### config.mk
export PLATFORM = sky130hd
export DESIGN_NAME = up_control_unit
export DESIGN_NICKNAME = d
export VERILOG_FILES = /design/src/rtl/up_cu_pkg.sv /design/src/rtl/up_cu_outdec.sv /design/src/rtl/up_control_unit.sv
export SDC_FILE = /design/constraint.sdc
export NUM_CORES = 1
export LEC_CHECK = 0
export BUFFER_PORTS_ARGS = -buffer_cell sky130_fd_sc_hd__buf_2
export CAP_MARGIN = 30
export CORE_AREA = 2 2 39 41
export CTS_CLUSTER_DIAMETER = 50
export DETAILED_ROUTE_END_ITERATION = 6
export DIE_AREA = 0 0 41 43
export SETUP_SLACK_MARGIN = 0.5
export SLEW_MARGIN = 20
export SYNTH_ARGS = -nofsm -noshare
export SYNTH_HDL_FRONTEND = slang
export SYNTH_SLANG_ARGS = --single-unit
### constraint.sdc
create_clock -name CLOCK -period 1.8 [get_ports CLOCK]
set_clock_uncertainty 0.2 [all_clocks]
set_input_delay 0.09 -clock CLOCK [delete_from_list [all_inputs] [get_ports CLOCK]]
set_output_delay 0.09 -clock CLOCK [all_outputs]
set_load 0.05 [all_outputs]
### src/rtl/up_cu_pkg.sv
// up_cu_pkg: shared definitions for the accumulator-machine control unit.
//   - opcode values carried in IR[7:5]
//   - FSM state encodings (also exported on the State debug port)
//   - Asel codes selecting the A-register input source
package up_cu_pkg;

  localparam logic [2:0] OP_LOAD  = 3'b000;
  localparam logic [2:0] OP_STORE = 3'b001;
  localparam logic [2:0] OP_ADD   = 3'b010;
  localparam logic [2:0] OP_SUB   = 3'b011;
  localparam logic [2:0] OP_IN    = 3'b100;
  localparam logic [2:0] OP_JZ    = 3'b101;
  localparam logic [2:0] OP_JPOS  = 3'b110;
  localparam logic [2:0] OP_HALT  = 3'b111;

  typedef enum logic [2:0] {
    ST_START   = 3'b000,
    ST_FETCH   = 3'b001,
    ST_DECODE  = 3'b010,
    ST_WAIT    = 3'b011,
    ST_EXECUTE = 3'b100,
    ST_INWAIT  = 3'b101,
    ST_HALT    = 3'b111
  } state_t;

  localparam logic [1:0] ASEL_RESULT = 2'b00;
  localparam logic [1:0] ASEL_INPUT  = 2'b01;
  localparam logic [1:0] ASEL_RAM    = 2'b10;

endpackage

### src/rtl/up_cu_outdec.sv
// up_cu_outdec: combinational Moore decoder from FSM state + opcode + datapath
// flags to the datapath control strobes. All strobes default to 0.
// Ports:
//   state              current FSM state
//   ir [2:0]           opcode IR[7:5]
//   aeq0, apos         A == 0, A >= 0 (signed)
//   enter              input-valid strobe (only meaningful with
//                      UP_CU_INPUT_HANDSHAKE_EN defined)
//   irload..halt       control strobes to the datapath
// Optional feature macro: UP_CU_INPUT_HANDSHAKE_EN
module up_cu_outdec
  import up_cu_pkg::*;
(
  input  state_t     state,
  input  logic [2:0] ir,
  input  logic       aeq0,
  input  logic       apos,
  input  logic       enter,
  output logic       irload,
  output logic       jmpmux,
  output logic       pcload,
  output logic       meminst,
  output logic       memwr,
  output logic       aload,
  output logic       sub,
  output logic [1:0] asel,
  output logic       halt
);

`ifndef UP_CU_INPUT_HANDSHAKE_EN
  // Without the handshake the input strobe has no effect on any output.
  logic unused_enter;
  assign unused_enter = enter;
`endif

  always_comb begin
    irload  = 1'b0;
    jmpmux  = 1'b0;
    pcload  = 1'b0;
    meminst = 1'b0;
    memwr   = 1'b0;
    aload   = 1'b0;
    sub     = 1'b0;
    asel    = ASEL_RESULT;
    halt    = 1'b0;
    case (state)
      ST_FETCH: begin
        // IR <- RAM[PC], PC <- PC+1 in the same edge
        irload = 1'b1;
        pcload = 1'b1;
      end
      ST_DECODE, ST_WAIT: begin
        // Hold the operand address on the RAM while it settles
        meminst = 1'b1;
      end
      ST_EXECUTE: begin
        case (ir)
          OP_LOAD: begin
            meminst = 1'b1;
            asel    = ASEL_RAM;
            aload   = 1'b1;
          end
          OP_STORE: begin
            meminst = 1'b1;
            memwr   = 1'b1;
          end
          OP_ADD: begin
            meminst = 1'b1;
            aload   = 1'b1;
          end
          OP_SUB: begin
            meminst = 1'b1;
            sub     = 1'b1;
            aload   = 1'b1;
          end
          OP_IN: begin
`ifdef UP_CU_INPUT_HANDSHAKE_EN
            // Load only when the input is already valid; otherwise the
            // FSM parks in INWAIT with all strobes low.
            if (enter) begin
              asel  = ASEL_INPUT;
              aload = 1'b1;
            end
`else
            asel  = ASEL_INPUT;
            aload = 1'b1;
`endif
          end
          OP_JZ: begin
            if (aeq0) begin
              jmpmux = 1'b1;
              pcload = 1'b1;
            end
          end
          OP_JPOS: begin
            if (apos) begin
              jmpmux = 1'b1;
              pcload = 1'b1;
            end
          end
          default: ;
        endcase
      end
      ST_INWAIT: begin
`ifdef UP_CU_INPUT_HANDSHAKE_EN
        if (enter) begin
          asel  = ASEL_INPUT;
          aload = 1'b1;
        end
`endif
      end
      ST_HALT: halt = 1'b1;
      default: ;
    endcase
  end

endmodule

### src/rtl/up_control_unit.sv
// up_control_unit: fetch/decode/execute FSM for the 8-bit accumulator machine.
// Holds the state register, next-state logic and the RAM wait counter; the
// strobe decode lives in up_cu_outdec.
// Parameters:
//   MEM_WAIT  extra DECODE->EXECUTE wait cycles (0..7)
//   WAITW     wait counter width
// Ports:
//   CLOCK, RESET          clock, synchronous active-high reset
//   IR [2:0], Aeq0, Apos  datapath status
//   Enter                 input-valid strobe
//   IRload..Halt          datapath control strobes
//   State [2:0]           current state (debug)
// Optional feature macro: UP_CU_INPUT_HANDSHAKE_EN (IN waits for Enter)
module up_control_unit
  import up_cu_pkg::*;
#(
  parameter int MEM_WAIT = 0,
  parameter int WAITW    = 3
) (
  input  logic       CLOCK,
  input  logic       RESET,
  input  logic [2:0] IR,
  input  logic       Aeq0,
  input  logic       Apos,
  input  logic       Enter,
  output logic       IRload,
  output logic       JMPmux,
  output logic       PCload,
  output logic       Meminst,
  output logic       MemWr,
  output logic       Aload,
  output logic       Sub,
  output logic [1:0] Asel,
  output logic       Halt,
  output logic [2:0] State
);

  // Counter preload so that WAIT lasts exactly MEM_WAIT cycles (exits on 0).
  localparam logic [WAITW-1:0] WAIT_INIT =
    (MEM_WAIT > 0) ? WAITW'(MEM_WAIT - 1) : '0;

  state_t           state_reg, state_next;
  logic [WAITW-1:0] wait_cnt_reg, wait_cnt_next;

  always_ff @(posedge CLOCK) begin
    if (RESET) begin
      state_reg    <= ST_START;
      wait_cnt_reg <= '0;
    end else begin
      state_reg    <= state_next;
      wait_cnt_reg <= wait_cnt_next;
    end
  end

  always_comb begin
    state_next    = state_reg;
    wait_cnt_next = wait_cnt_reg;
    case (state_reg)
      ST_START:  state_next = ST_FETCH;
      ST_FETCH:  state_next = ST_DECODE;
      ST_DECODE: begin
        if (IR == OP_HALT) begin
          state_next = ST_HALT;
        end else if (MEM_WAIT > 0) begin
          state_next    = ST_WAIT;
          wait_cnt_next = WAIT_INIT;
        end else begin
          state_next = ST_EXECUTE;
        end
      end
      ST_WAIT: begin
        if (wait_cnt_reg == '0) state_next = ST_EXECUTE;
        else                    wait_cnt_next = wait_cnt_reg - 1'b1;
      end
      ST_EXECUTE: begin
`ifdef UP_CU_INPUT_HANDSHAKE_EN
        if (IR == OP_IN && !Enter) state_next = ST_INWAIT;
        else                       state_next = ST_FETCH;
`else
        state_next = ST_FETCH;
`endif
      end
      ST_INWAIT: begin
`ifdef UP_CU_INPUT_HANDSHAKE_EN
        if (Enter) state_next = ST_FETCH;
`else
        // Unreachable without the handshake; recover to the fetch loop.
        state_next = ST_FETCH;
`endif
      end
      ST_HALT:   state_next = ST_HALT;
      default:   state_next = ST_START;
    endcase
  end

  assign State = state_reg;

  up_cu_outdec u_outdec (
    .state   (state_reg),
    .ir      (IR),
    .aeq0    (Aeq0),
    .apos    (Apos),
    .enter   (Enter),
    .irload  (IRload),
    .jmpmux  (JMPmux),
    .pcload  (PCload),
    .meminst (Meminst),
    .memwr   (MemWr),
    .aload   (Aload),
    .sub     (Sub),
    .asel    (Asel),
    .halt    (Halt)
  );

endmodule
==> implementation parameters <==
Parameter                              Value

Layout
  Count of non-filler cells in the finished layout    102
  Nets@finish    97
  Total inserted antenna cells    0
  Final Cell Area    967 µm²
  Share of post-route cells with drive strength above 1    82.6%
  Final Core Density    69.9%
  Synth-to-layout area growth    136%

STA
  Worst-case hold slack    250 ps
  Setup TNS Final    0 ps
  Maximum clock frequency    0.592 GHz
  Fin. Hold Viols    0
  Total count of max-transition violations in the final report    0
  Share of the clock period used by the worst path after layout    93.9%
  Worst relative slew slack    80.4%
  RSZ-0062 raised after global routing    yes
  Smallest setup slack after layout    110 ps
  Time the final worst path needs with I/O delays and setup    1690 ps
  Tightest Pin Transition    293 ps
  Total setup violations reported at the end of the flow    0

Power and ir drop
  Standby leakage power    0.388 nW
  Sum of internal, switching and leakage power    0.501 mW
  Worst ir drop on vdd    0.286 mV
  Power per standard cell area    518 nW/µm²

Die
  Starting utilization of the core area    29.7%
  DIE AREA    1760 µm²
  Die Height    43 µm
  IO Pins    21
  Die X-Extent    41 µm
  Standard-cell rows    14
  Area inside the core boundary    1380 µm²

Clock tree
  Clk slew on worst S/H paths    50 ps
  Clk sinks    6
  CTS root buf    sky130_fd_sc_hd__clkbuf_4
  Clock Latency Late Sink    250 ps
  CTS tree    done
  Max H-tree Level    1
  Total CTS buffers    3
  Worst-case clock buffer depth    2

Critical path
  Count of buffer and inverter cells on the critical path    1
  Worst setup EP type    output port
  Data arrival time of the critical path    1400 ps
  Startpoint type of the worst setup path    flip-flop
  Ordered cell list for the critical path    nor3b_4, nand2b_4, nor3b_4, buf_6
  Largest driver fanout on the critical path    4
  Family with the most delay on the worst path    simple AND/OR/NAND/NOR gates
  Critical-path cell with the highest stage delay    sky130_fd_sc_hd__dfxtp_4
  Slowest cell delay on critical path    350 ps
  Cell with the most instances on the worst path    sky130_fd_sc_hd__nor3b_4
  Required time worst endpoint    1510 ps
  Worst reg-to-reg setup slack    210 ps
  Crit Path Category    flip-flop to output port

Yosys
  Syn Inst Count    49
  Cell taking the most area after synthesis    sky130_fd_sc_hd__dfxtp_1
  Mapped Nets    59
  Cells taking the most area after synthesis    sky130_fd_sc_hd__dfxtp_1 29%, sky130_fd_sc_hd__a2111oi_2 7.3%, sky130_fd_sc_hd__ha_1 6.1%
  Mapped Avg Cell Area    8.38 µm²
  Sequential share of the synthesized area    29.3%
  Synth Cell Area    410 µm²
  Synth warnings    0
  Number of flip-flops and latches in the synthesized netlist    6
  Share of Yosys cell area claimed by the top area cell type    29.3%
  Count of different cell masters after synthesis    22

GRT
  Overall track demand over capacity in global routing    16.1%
  Remaining Overflow, GRT    0
  Global-route wire length before repair    1870 µm
  Pin count of the biggest net entering global routing    9
  Number of global-route vias before repair    469
  Number of antenna violations at the first check in global routing    0

Min path
  Min-delay worst type    primary input to flip-flop

Detailed routing
  Routed wire length    1350 µm
  Number of antenna-violating nets in the routed design    0
  Routed wire per std cell    13.2 µm
  Via density    5.00
  Pre-antenna DRT Iters    2
  Total via count in the routed design    510
  DRC violation count after routing    0
  Number of DRC markers after the initial detailed-route iteration    1

Placed design
  Total of buffers placed on input and output ports    19
  Cell area reported after detailed placement    621 µm²
  Number of placed instances, taps included    83
  Pre-CTS setup slack    240 ps
  Post-DP HPWL    773 µm
  Placer's final routability congestion estimate    0.697

Run
  Number of violations of the max-capacitance limit    0

Outcome
  Result of the run    completed
-- power by group --
part	internal, mW	leakage (nW)	switching (mW)
logic	0.0913	0.321	0.123
clock network	0.0845	0.0150	0.0564
registers	0.139	0.0519	0.00710
total	0.314	0.388	0.187
-- layout make-up --
cell class                 instances  area [µm²]
clock buffer                       4        26.3
fill                             104         417
inverter                           6        25.0
multi-input combinational         36         443
sequential                         6         134
tap                               16        20.0
timing repair buffer              34         319
-- path summary, 6_finish.rpt --
path                                                   start                           end  depth (start not counted)
worst max-delay path                   State[1]$_SDFFE_PP0N_                         MemWr                          4
worst min register to register  wait_cnt_reg[2]$_SDFFE_PP0P_  wait_cnt_reg[2]$_SDFFE_PP0P_                          2
worst min-delay path                                   IR[2]         State[1]$_SDFFE_PP0N_                          4
worst max register to register         State[1]$_SDFFE_PP0N_  wait_cnt_reg[1]$_SDFFE_PP0P_                          7
-- cells in the mapped netlist, drive strengths merged --
master and n:
dfxtp 6, inv 6, nor2 6, nor3 4, a211oi 3, nand2 3
nand2b 3, a2111oi 2, a21oi 2, ha 2, nor3b 2, a2bb2oi 1
and2b 1, and3 1, and4b 1, and4bb 1, buf 1, o2111a 1
o21ai 1, o22ai 1, xnor2 1
-- cell families (layout without fill, tap and decap cells) --
| logic type | Yosys count | after routing | share of synthesized area [%] |
|---|---|---|---|
| DFF | 6 | 6 | 29.3 |
| adders and majority gates | 2 | 2 | 6.10 |
| buffers and inverters | 7 | 44 | 7.32 |
| AOI/OAI and AO/OA | 11 | 11 | 22.9 |
| and+or+nand+nor | 22 | 22 | 32.3 |
| xor gates and xnor gates | 1 | 1 | 2.13 |
-- timing repair --
| item | CTS | global route |
|---|---|---|
| pin swaps | 12 | 14 |
| hold endpoints to repair | 5 | 0 |
| hold buffers | 1 | 0 |
| endpoints found under the setup margin | 15 | 18 |
| buffers inserted | 10 | 4 |
| gates resized for setup | 37 | 20 |
-- routing by layer --
layer  share of wire (%)  track usage [%]  routed length (µm)  vias up
li1                    -                -                   -      254
met1                  36             14.9                 484      241
met2                  60             30.0                 805       13
met3                 3.3             3.14                  44        2
met4                 1.0             8.00                  14        0
met5                   0                0                   0        -
-- placed cells by master, fill, tap and decap left out, types with 3 or more instances in the layout --
| master | netlist | routed |
|---|---|---|
| sky130_fd_sc_hd__nor2_4 | 0 | 3 |
| sky130_fd_sc_hd__buf_2 | 0 | 7 |
| sky130_fd_sc_hd__buf_4 | 1 | 5 |
| sky130_fd_sc_hd__nand2b_4 | 0 | 3 |
| sky130_fd_sc_hd__clkbuf_4 | 0 | 4 |
| sky130_fd_sc_hd__inv_1 | 6 | 3 |
| sky130_fd_sc_hd__dfxtp_4 | 0 | 3 |
| sky130_fd_sc_hd__buf_6 | 0 | 19 |
| sky130_fd_sc_hd__a211oi_2 | 0 | 3 |
-- worst reg2reg max path: cells and delay by family, from the launching register on --
| kind | cells | cell delay, ps |
|---|---|---|
| and+or+nand+nor | 2 | 360 |
| DFF | 1 | 360 |
| AOI/OAI and AO/OA | 1 | 170 |
| buffers and inverters | 4 | 410 |
Power figures use the tool's default switching activity.
